## src/rtl/rgb_seq_pkg.sv

```systemverilog
// Shared types and default parameters for the RGB LED pattern sequencer.
// Latency: n/a (types, constants and a pure function only).
// Backpressure: n/a.
package rgb_seq_pkg;

    localparam int TICK_DIV_DEF = 48000;  // 1 ms tick at 48 MHz
    localparam int PWM_BITS_DEF = 8;
    localparam int STEPS_DEF    = 8;
    localparam int DUR_BITS_DEF = 16;

    typedef enum logic [1:0] {
        IDLE = 2'd0,
        LOAD = 2'd1,
        SHOW = 2'd2,
        NEXT = 2'd3
    } seq_state_t;

    // One pattern table entry at the default widths.
    typedef struct packed {
        logic [PWM_BITS_DEF-1:0] r;
        logic [PWM_BITS_DEF-1:0] g;
        logic [PWM_BITS_DEF-1:0] b;
        logic [DUR_BITS_DEF-1:0] dur;
        logic                    last;
    } entry_t;

    // Step following idx: wrap to 0 after a 'last' entry or the end of the table.
    function automatic int next_step(input int idx, input logic last, input int steps);
        return (last || idx == steps - 1) ? 0 : idx + 1;
    endfunction

endpackage

```

## src/rtl/rgb_pwm.sv

```systemverilog
// Three-channel PWM: free-running counter with one registered comparator per colour.
// Latency: LED output reflects the compare of the previous cycle (1 cycle).
// Backpressure: none; enable low forces all LEDs dark at the next edge.
module rgb_pwm
    import rgb_seq_pkg::*;
#(
    parameter int PWM_BITS = PWM_BITS_DEF
) (
    input  logic                clk,
    input  logic                rst_n,
    input  logic                enable,
    input  logic [PWM_BITS-1:0] duty_r,
    input  logic [PWM_BITS-1:0] duty_g,
    input  logic [PWM_BITS-1:0] duty_b,
    output logic                led_r,
    output logic                led_g,
    output logic                led_b
);

    logic [PWM_BITS-1:0] pwm_cnt;

    // Period counter wraps naturally at 2^PWM_BITS; never restarted by the sequencer.
    always_ff @(posedge clk or negedge rst_n) begin
        if (!rst_n) pwm_cnt <= '0;
        else        pwm_cnt <= pwm_cnt + PWM_BITS'(1);
    end

    // Strict less-than: duty 0 is always off and full-on is unreachable by design.
    always_ff @(posedge clk or negedge rst_n) begin
        if (!rst_n) begin
            led_r <= 1'b0;
            led_g <= 1'b0;
            led_b <= 1'b0;
        end else begin
            led_r <= enable && (pwm_cnt < duty_r);
            led_g <= enable && (pwm_cnt < duty_g);
            led_b <= enable && (pwm_cnt < duty_b);
        end
    end

endmodule

```

## src/rtl/rgb_sequencer.sv

```systemverilog
// Plays a programmable colour/duration pattern on the RGB LED while run is high.
// Latency: run rise -> LOAD at edge 1, SHOW at edge 2, first LED high at edge 3.
// Backpressure: cfg_ready is high only in IDLE; writes are refused while playing.
module rgb_sequencer
    import rgb_seq_pkg::*;
#(
    parameter  int TICK_DIV = TICK_DIV_DEF,
    parameter  int PWM_BITS = PWM_BITS_DEF,
    parameter  int STEPS    = STEPS_DEF,
    parameter  int DUR_BITS = DUR_BITS_DEF,
    localparam int IDX_W    = $clog2(STEPS)
) (
    input  logic                clk,
    input  logic                rst_n,
    input  logic                cfg_valid,
    output logic                cfg_ready,
    input  logic [IDX_W-1:0]    cfg_idx,
    input  logic [PWM_BITS-1:0] cfg_r,
    input  logic [PWM_BITS-1:0] cfg_g,
    input  logic [PWM_BITS-1:0] cfg_b,
    input  logic [DUR_BITS-1:0] cfg_dur,
    input  logic                cfg_last,
    input  logic                run,
    output logic                busy,
    output logic [IDX_W-1:0]    step_idx,
    output logic                led_r,
    output logic                led_g,
    output logic                led_b
);

    localparam int                TICK_W    = (TICK_DIV > 1) ? $clog2(TICK_DIV) : 1;
    localparam logic [TICK_W-1:0] TICK_LAST = TICK_W'(TICK_DIV - 1);

    // Entry layout matches rgb_seq_pkg::entry_t, resized to this instance's widths.
    typedef struct packed {
        logic [PWM_BITS-1:0] r;
        logic [PWM_BITS-1:0] g;
        logic [PWM_BITS-1:0] b;
        logic [DUR_BITS-1:0] dur;
        logic                last;
    } step_t;

    seq_state_t          state;
    seq_state_t          state_nxt;
    step_t               tbl [STEPS];
    step_t               act;
    logic [TICK_W-1:0]   tick_cnt;
    logic [DUR_BITS-1:0] dur_cnt;
    logic                tick;
    logic                step_done;
    logic                cfg_wr;

    assign cfg_ready = (state == IDLE);
    assign busy      = (state != IDLE);
    assign cfg_wr    = cfg_valid && cfg_ready;
    assign tick      = (state == SHOW) && (tick_cnt == TICK_LAST);
    // dur == 0 never finishes: the step holds until run drops.
    assign step_done = tick && (act.dur != '0) && (dur_cnt == DUR_BITS'(1));

    // State register.
    always_ff @(posedge clk or negedge rst_n) begin
        if (!rst_n) state <= IDLE;
        else        state <= state_nxt;
    end

    // Next-state: run low overrides everything and parks the FSM in IDLE.
    always_comb begin
        state_nxt = state;
        case (state)
            IDLE:    if (run) state_nxt = LOAD;
            LOAD:    state_nxt = SHOW;
            SHOW:    if (step_done) state_nxt = NEXT;
            NEXT:    state_nxt = LOAD;
            default: state_nxt = IDLE;
        endcase
        if (!run) state_nxt = IDLE;
    end

    // Pattern table: written only from IDLE, cleared by reset.
    always_ff @(posedge clk or negedge rst_n) begin
        if (!rst_n) begin
            for (int i = 0; i < STEPS; i++) tbl[i] <= '0;
        end else if (cfg_wr) begin
            tbl[cfg_idx] <= {cfg_r, cfg_g, cfg_b, cfg_dur, cfg_last};
        end
    end

    // Step pointer: restarts at 0 whenever playback is stopped or begins.
    always_ff @(posedge clk or negedge rst_n) begin
        if (!rst_n)                      step_idx <= '0;
        else if (!run || state == IDLE)  step_idx <= '0;
        else if (state == NEXT)          step_idx <= IDX_W'(next_step(int'(step_idx), act.last, STEPS));
    end

    // Active entry latch, tick prescaler and per-step duration countdown.
    always_ff @(posedge clk or negedge rst_n) begin
        if (!rst_n) begin
            act      <= '0;
            tick_cnt <= '0;
            dur_cnt  <= '0;
        end else begin
            case (state)
                LOAD: begin
                    act      <= tbl[step_idx];
                    tick_cnt <= '0;
                    dur_cnt  <= tbl[step_idx].dur;
                end
                SHOW: begin
                    tick_cnt <= tick ? '0 : tick_cnt + TICK_W'(1);
                    if (tick && (act.dur != '0) && (dur_cnt != '0))
                        dur_cnt <= dur_cnt - DUR_BITS'(1);
                end
                default: tick_cnt <= '0;
            endcase
        end
    end

    // Gating with run darkens the LEDs on the same edge that leaves SHOW for IDLE.
    rgb_pwm #(
        .PWM_BITS (PWM_BITS)
    ) u_pwm (
        .clk    (clk),
        .rst_n  (rst_n),
        .enable ((state == SHOW) && run),
        .duty_r (act.r),
        .duty_g (act.g),
        .duty_b (act.b),
        .led_r  (led_r),
        .led_g  (led_g),
        .led_b  (led_b)
    );

endmodule

```

## config.mk

```make
export PLATFORM = sky130hd
export DESIGN_NAME = rgb_sequencer
export DESIGN_NICKNAME = d
export VERILOG_FILES = /design/src/rtl/rgb_seq_pkg.sv /design/src/rtl/rgb_pwm.sv /design/src/rtl/rgb_sequencer.sv
export SDC_FILE = /design/constraint.sdc
export NUM_CORES = 1
export LEC_CHECK = 0
export CAP_MARGIN = 5
export CORE_MARGIN = 2
export CORE_UTILIZATION = 50
export CTS_CLUSTER_DIAMETER = 200
export DETAILED_ROUTE_END_ITERATION = 16
export PLACE_DENSITY = 0.68
export RECOVER_POWER = 50
export SYNTH_ARGS = -nofsm -noshare
export SYNTH_HDL_FRONTEND = slang
export SYNTH_SLANG_ARGS = --single-unit
```

## constraint.sdc

```tcl
create_clock -name clk -period 2.5 [get_ports clk]
set_input_delay 0.5 -clock clk [delete_from_list [all_inputs] [get_ports clk]]
set_output_delay 0.5 -clock clk [all_outputs]
set_load 0.02 [all_outputs]
```

### Yosys cells after proc, flatten, opt, wreduce, memory -nomap -nowiden

Cells that the tools add are included.
W data, S select, Z words.

* add/subtract/negate cells: 4
* multiply operators: 0
* divide/modulo/power cells: 0
* magnitude comparators: 6
* equal/unequal tests: 8
* shift-type cells: 0
* mux-type cells: 16
* bitwise logic cells: 2
* reductions and logical operators: 21

Operators by type and width (count)
* $bwmux W328: 1
* $bmux W41 S3: 1
* $demux W41 S3: 1
* $mux W41: 3
* $mux W16: 3
* $pmux W16 S2: 1
* $reduce_bool A16 Y1: 2
* $lt A8 B8 Y1: 3
* $add A16 B1 Y16 const B: 1
* $eq A16 B1 Y1 const B: 1
* $eq A16 B16 Y1 const B: 1
* $sub A16 B1 Y16 const B: 1
* $logic_and A1 B1 Y1: 10
* $mux W3: 3
* $add A8 B1 Y8 const B: 1
* $ge A4 B4 Y1 const B: 2
* $not A3 Y4: 2
* $pmux W2 S3: 1
* $reduce_bool A2 Y1: 3
* $eq A2 B2 Y1 const B: 2
* $lt A4 B1 Y1 const B: 1
* $mux W2: 2
* $add A3 B1 Y3 const B: 1
* $eq A3 B1 Y1 const B: 1
* 8 further kinds: 9

* register bits after elaboration: 417
* latch bits: 0
* bits in writable memories: 0
* bits in read-only memories: 0
* bits of input ports: 48
* output and inout port bits: 8
* word-level logic and storage cells: 110
* memories kept: 0

### Longest topological paths before layout

Gate-level depths: netlist of run 1.

* depth after elaboration: 7
* mapped depth: 11
* gate-level depth less buffers: 8

### Hierarchy

From an unflattened synthesis of run 1, not the netlist that was laid out.

* cells, all modules: 1309
* area, all modules: 19110.8 um2

By module, submodules not included
* rgb_sequencer: times used 1, cells an instance 1218, area an instance 18177.4 um2, sequential area each 10159.7 um2
* rgb_pwm: times used 1, cells an instance 91, area an instance 933.4 um2, sequential area each 275.3 um2

### Least setup slack after synthesis of run 1

No wires, ideal clock.

* path kind: reg2reg
* start point: reg dur_cnt[0]
* end point: reg dur_cnt[5]
* library setup time: 0.121 ns
* arrival: 2.212 ns
* required time: 2.379 ns
* setup slack: 0.167 ns
* cell stages (with the launch flop): 11
* buffers on the path: 3
* period minus slack after synthesis: 2.333 ns
* cell sequence: dfrtp_1 > inv_1 > ha_1 > or3b_1 > clkbuf_1 > nor3_2 > nand2_1 > a22o_1 > clkbuf_1 > buf_2 > a22o_1

* longest elaborated chain between the ends: 4
* elaborated cells on any way between the ends: 7
* classes of those cells: add/sub (1); eq/ne (1); mux (2); reduce/logical (3)

Ends and longest elaborated chain
* start: declaration: line rgb_sequencer.sv:48 `logic [DUR_BITS-1:0] dur_cnt;`
* start signal: assignment: line rgb_sequencer.sv:106 `dur_cnt <= tbl[step_idx].dur;`
* start signal: assignment: line rgb_sequencer.sv:111 `dur_cnt <= dur_cnt - DUR_BITS'(1);`
* branches (longest 4 deep; another with $sub A16 B1 Y16)

Several ways; the timed one is not identified. The select of a mux whose other input is x is not followed.
A chain may end at the register's enable or synchronous reset.

### Final worst setup path of run 1

* start point: reg step_idx[0]
* end point: out step_idx[0]

RTL lines
* start: declaration: line rgb_sequencer.sv:25 `output logic [IDX_W-1:0] step_idx,`
* start signal: assignment: line rgb_sequencer.sv:92 `else if (state == NEXT) step_idx <= IDX_W'(next_step(int'(step_idx), act.last, STEPS));`

No word-level cell between the ends.

==> results_dict.tcl, run 1 <==
set metrics [dict create \
    outcome "complete, no violations" \
    cts-root-buf "clkbuf_16" \
    final_cell_area_um2 22090 \
    totalWireLength_mm 40.14 \
    cp-end-kind "primary output" \
    rsz0062_at_grt "no" \
    fill_cells 3013 \
    cp.arrival_ps 1910 \
    dp_hpwl_mm 24.86 \
    grt_usage_pct 21.31 \
    io-pin-count 56 \
    clock_latency_ps 560 \
    initial_core_util_pct 50.59 \
    overflow 0 \
    antenna_found_initial 1 \
    synth_top_cell_by_area "dfrtp_1" \
    reg2reg_depth 6 \
    hp-class "reg2reg" \
    syn_area_per_cell_um2 14.31 \
    skew_ps 14.62 \
    fin_util_pct 58.93 \
    numClockSinks 417 \
    syn_inst 1325 \
    nNetsFinal 1490 \
    min_to "tick_cnt[0]" \
    drtIter0Drc 508 \
    required_ps 2000 \
    hp-start "tick_cnt[0]" \
    grt_pass1_wl_mm 64.80 \
    firstDrtPassIters 4 \
    holdPathStages 1 \
    post-route-drc-count 0 \
    gp_congestion 0.8221 \
    dr_total_vias 11100 \
    r2r_slack_ps 170 \
    criticalPathCategory "reg2out" \
    setup_tns_ps 0 \
    post_cts.repair.setup_buffers 0 \
    slowest_stage "clkdlybuf4s50_1" \
    worst_slew_pin_slew_ps 1193 \
    worstPathMaxFanout 13 \
    ys.warnings.count 0 \
    ys_top_cells_by_area "dfrtp_1 (55%), mux2_2 (20%), mux4_2 (9.7%)" \
    grt_pass1_vias 11590 \
    place_inst 1875 \
    irDropWorstVdd_v 0.0005643 \
    worstPathCellList "buf_12, clkdlybuf4s50_1" \
    wire_per_inst_um 20.51 \
    fmax_ghz 0.4152 \
    io_buffers 55 \
    grt_max_degree 74 \
    slew_violations 0 \
    clkTransAtPathRegs_ps 60 \
    setup_ws_ps 91.25 \
    place_ws_ps 183.5 \
    dpl_cell_area_um2 20730 \
    yosys.cell_count.top_type "dfrtp_1" \
    drive_gt1_share_pct 38.69 \
    synthTopCellsByCount "dfrtp_1 (417), mux2_2 (330), mux4_2 (82)" \
    clockBufferDepth 3 \
    syn-num-nets 1404 \
    maxCapViolCount 0 \
    cts_buffers 44 \
    syn_to_final_growth_pct 16.49 \
    worstReg2RegStart "dur_cnt[5]" \
    synthFlopType "dfrtp_1" \
    cts_tree "done" \
    avgViaCountPerCell 5.671 \
    multi_input_area_um2 8154 \
    finalCriticalPeriod_ps 2409 \
    synth_seq_area_share_pct 55.02 \
    ys_seq_elements 417 \
    die_y_um 198.8 \
    synth_edf_count 0 \
    setup_violations 0 \
    reg2reg_to "dur_cnt[15]" \
    fin_crit_sh_pct 96.35 \
    dieArea_um2 39500 \
    ys_types 50 \
    core_area_um2 37490 \
    power_density_nw_per_um2 1117 \
    cts_htree_levels 2 \
    yosysTopAreaCellShare_pct 55.02 \
    relSlewSlack_pct 20.48 \
    rows 71 \
    cp-start-kind "flop" \
    chipWidth_um 198.8 \
    area.sequential_um2 10440 \
    finalNonFillerCells 1957 \
    finalHoldViolCount 0 \
    max_stage_delay_ps 630 \
    p_leak_nw 9.190 \
    async_reset_ff_share_pct 100.0 \
    synthesis.area_um2 18960 \
    ant_nets 0 \
]
sequential cells by signal, indices dropped and copies added, names as in the netlist:
| register | flops |
|---|---|
| u_pwm.led_g | 1 |
| u_pwm.led_r | 1 |
| step_idx | 3 |
| tbl | 328 |
| u_pwm.pwm_cnt | 8 |
| dur_cnt | 16 |
| state | 2 |
| act | 41 |
| tick_cnt | 16 |
| u_pwm.led_b | 1 |
what timing repair did:
| item | CTS | global route |
|---|---|---|
| hold buffers | 1 | 0 |
| hold endpoints to repair | 57 | 0 |
| gates resized for setup | 3 | 1 |
| setup endpoints to repair | 2 | 1 |
how the worst max path moves through the flow:
stage | from | to | slack, ps
floorplan | dur_cnt[0] | dur_cnt[5] | 170
global placement | dur_cnt[5] | dur_cnt[15] | 210
detailed placement | dur_cnt[5] | dur_cnt[15] | 180
CTS | state[0] | busy | 30
global route | rst_n | act[38] | 10
finish | step_idx[0] | step_idx[0] | 90
cell families after synthesis:
kind of cell             synth area share (%)
adder cells (fa/ha/maj)                 2.045
multiplexers                            31.50
flip-flops                              55.02
AO/OA/AOI/OAI                           3.431
AND/OR/NAND/NOR                         4.770
XOR/XNOR                               0.9236
buffers and inverters                   2.309
through the flow:
stage	hold slack [ps]	power (mW)
2_1_floorplan	204.4	16.28
3_3_place_gp	466.2	17.98
3_5_place_dp	487.6	18.40
4_1_cts	501.0	24.94
5_1_grt	511.9	26.21
6_report	498.9	24.68
cell type report:
type                       count  area share (%)
antenna                        1         0.01133
sequential                   417           47.28
timing repair buffer         118           5.839
tap                          511           2.894
multi-input combinational    797           36.91
clock inverter                12          0.4304
inverter                      33          0.5607
clock buffer                  68           6.077
cell usage in the layout (no fill, tap or decap), drive strengths merged, types with 2 or more instances in the layout:
cell           netlist  final
nand4                6      6
nor4                11     11
o311ai               3      3
dfrtp              417    417
nand2               35     35
mux2               330    330
clkinv               0      8
a21o                 7      7
mux4                82     82
buf                 18     51
nor2                75     75
inv                 33     35
and3                 7      7
a22o                 2      2
or3                  5      5
and4                 4      4
a31oi                2      2
o31ai                3      3
nand3               12     12
a21oi               61     61
a211oi               3      3
xor2                10     10
clkbuf              60     80
or4                  6      6
nand2b               9      9
ha                  31     31
o22a                 2      2
xnor2               10     10
o22ai                2      2
nor3                 8      8
o21ai               18     18
clkdlybuf4s50        0     52
mux2i               41     41
where the power goes:
group / leakage [nW] / internal [mW] / total [mW] / switching [mW]
Sequential: 5.08 / 9.88 / 11.5 / 1.62
Combinational: 3.40 / 4.03 / 6.74 / 2.71
Clock: 0.714 / 3.80 / 6.44 / 2.64
Total: 9.19 / 17.7 / 24.7 / 6.97
critical path, delay by kind of cell, from the launching register on:
| kind | cells | cell delay, ps |
|---|---|---|
| flip-flops | 1 | 530 |
| buffers and inverters | 2 | 820 |
routing by layer:
| metal | vias up | GRT usage, % | wire, µm |
|---|---|---|---|
| met1 | 5854 | 30.90 | 18820 |
| met4 | 0 | 5.666 | 711 |
| met5 | - | 0 | 0 |
| met2 | 154 | 34.20 | 19310 |
| met3 | 56 | 2.747 | 1294 |
| li1 | 5035 | - | - |
(Power assumes the default switching activity.)
==> inputs of run 2 (changes only) <==
Settings changed: CTS_CLUSTER_SIZE set to 10, PLACE_DENSITY 0.68 to 0.67.
Clock period 2.5 ns to 2.55 ns, I/O delays scaled along.
==> run 2 against run 1 <==
Largest power group unchanged. The flow now finishes with violations (max-capacitance violations, max-slew violations). Power down 4.8%. Count of clock-buffer cells in the layout is 20 lower. First-iteration DRC count down 22%. Global-route usage rose by 0.057 points. Utilization is 0.92 points lower. Clock power is 11% lower.
==> results_dict.tcl, run 2 (synthesis gave the netlist of run 1 again) <==
set metrics [dict create \
    grt_max_degree 84 \
    clockBufferDepth 3 \
    worst_slew_pin_slew_ps 1550 \
    clock_latency_ps 560 \
    cts_buffers 47 \
    cp-end-kind "primary output" \
    setup_violations 0 \
    top_regs "tbl: 328 flops, act: 41 flops" \
    drtIter0Drc 394 \
    numClockSinks 417 \
    fill_cells 3005 \
    dr_total_vias 11070 \
    area.sequential_um2 10450 \
    required_ps 2040 \
    io_buffers 55 \
    p_leak_nw 9.034 \
    setup_tns_ps 0 \
    hp-class "reg2reg" \
    fmax_ghz 0.4087 \
    chipWidth_um 198.8 \
    gp_congestion 0.7772 \
    outcome "finished, violations left" \
    grt_pass1_wl_mm 65.24 \
    worstPathCellList "inv_1, ha_4, clkdlybuf4s50_1" \
    rsz0062_at_grt "no" \
    skew_ps 15.78 \
    drive_gt1_share_pct 38.17 \
    clkTransAtPathRegs_ps 50 \
    avgViaCountPerCell 5.770 \
    cp_num_buf_inv 2 \
    totalWireLength_mm 39.73 \
    die_y_um 198.8 \
    slew_violations 51 \
    max_stage_delay_ps 620 \
    finalCriticalPeriod_ps 2447 \
    cts_htree_levels 2 \
    maxCapViolCount 1 \
    irDropWorstVdd_v 0.0005755 \
    slowest_stage "clkdlybuf4s50_1" \
    dieArea_um2 39500 \
    cp.arrival_ps 1940 \
    final_cell_mix "dfrtp_1 (414), mux2_2 (330), mux4_2 (82)" \
    grt_pass1_vias 11590 \
    core_area_um2 37490 \
    antenna_found_initial 1 \
    grt_usage_pct 21.37 \
    power_density_nw_per_um2 1081 \
    cts-root-buf "clkbuf_16" \
    dpl_cell_area_um2 20560 \
    violations "max-capacitance violations, max-slew violations" \
    cp-start-kind "flop" \
    worstPathMaxFanout 4 \
    syn_to_final_growth_pct 14.66 \
    overflow 0 \
    criticalPathCategory "reg2out" \
    final_cell_area_um2 21740 \
    top_register "tbl" \
    fin_crit_sh_pct 95.95 \
    dp_hpwl_mm 25.64 \
    io-pin-count 56 \
    firstDrtPassIters 7 \
    crit_family "buffers and inverters" \
    post-route-drc-count 0 \
    layout_commonest_cell "dfrtp_1" \
    multi_input_area_um2 8155 \
    cts_tree "done" \
    rows 71 \
    relSlewSlack_pct -3.341 \
    finalHoldViolCount 0 \
    nNetsFinal 1483 \
    ant_nets 0 \
    wire_per_inst_um 20.70 \
    largest_reg_flops 328 \
    initial_core_util_pct 50.59 \
]
-- run 2: cell types whose count changed in the layout (fill, tap and decap cells not counted), sizes merged --
cell	previous run	this run
buf	51	47
bufinv	1	0
clkbuf	80	54
clkdlybuf4s50	52	53
clkinv	8	1
clkinvlp	1	0
dlygate4sd2	1	0
inv	35	36
-- run 2: what timing repair did --
item | 4_1_cts | 5_1_grt
gates resized for setup | 3 | 2
setup endpoints to repair | 3 | 7
hold endpoints to repair | 47 | 0
setup buffers | 0 | 0
pin swaps | 0 | 0
hold buffers | 1 | 0
-- run 2: stage by stage --
stage / utilization (%) / power (mW) / instances / hold slack (ps) / setup WS [ps]
after global routing: 58.00 / 25.04 / 1918 / 507.2 / 16.25
final: 58.00 / 23.50 / 1919 / 496.6 / 103.3
after CTS: 58.13 / 23.80 / 1918 / 465.5 / 40.26
after global placement: 54.84 / 17.56 / 1865 / 467.7 / 261.0
after floorplan: - / 15.97 / 1325 / 214.4 / 217.5
after detailed placement: 54.84 / 17.93 / 1865 / 476.5 / 210.8
-- run 2: cell type report --
cell class	count	area share, %
antenna	1	0.01151
clock buffer	48	5.426
clock inverter	4	0.1439
inverter	33	0.5697
multi-input combinational	797	37.51
sequential	417	48.04
tap	511	2.940
timing repair buffer	108	5.363
-- run 2: worst paths after layout --
path	cells past startpoint	start	end	slack, ps
max reg2reg	6	dur_cnt[5]	dur_cnt[15]	210
max in group asynchronous	3	rst_n	tbl[83]	340
max	3	state[0]	cfg_ready	100
min	1	tbl[210]	tbl[210]	500
min in group asynchronous	2	rst_n	tick_cnt[13]	880
min reg2reg	1	tbl[210]	tbl[210]	500
-- run 2: layer usage --
metal | vias up | share of wire, % | track usage [%]
li1 | 4991 | - | -
met2 | 154 | 49 | 35.39
met1 | 5873 | 45 | 29.76
met4 | 0 | 2.0 | 5.777
met5 | - | 0 | 0
met3 | 55 | 3.5 | 3.069
-- run 2: worst reg2reg max path, cell delays in order, from the launching register on --
cell and delay [ps]:
dfrtp_1 440, or4_4 570, or3_4 430, or3_4 370
nor3_4 150, nand4_1 110, and3b_1 170
-- run 2: power by group --
part | switching (mW) | internal (mW) | total (mW)
clock network | 2.48 | 3.25 | 5.73
logic | 2.62 | 3.88 | 6.50
registers | 1.57 | 9.70 | 11.3
total | 6.68 | 16.8 | 23.5
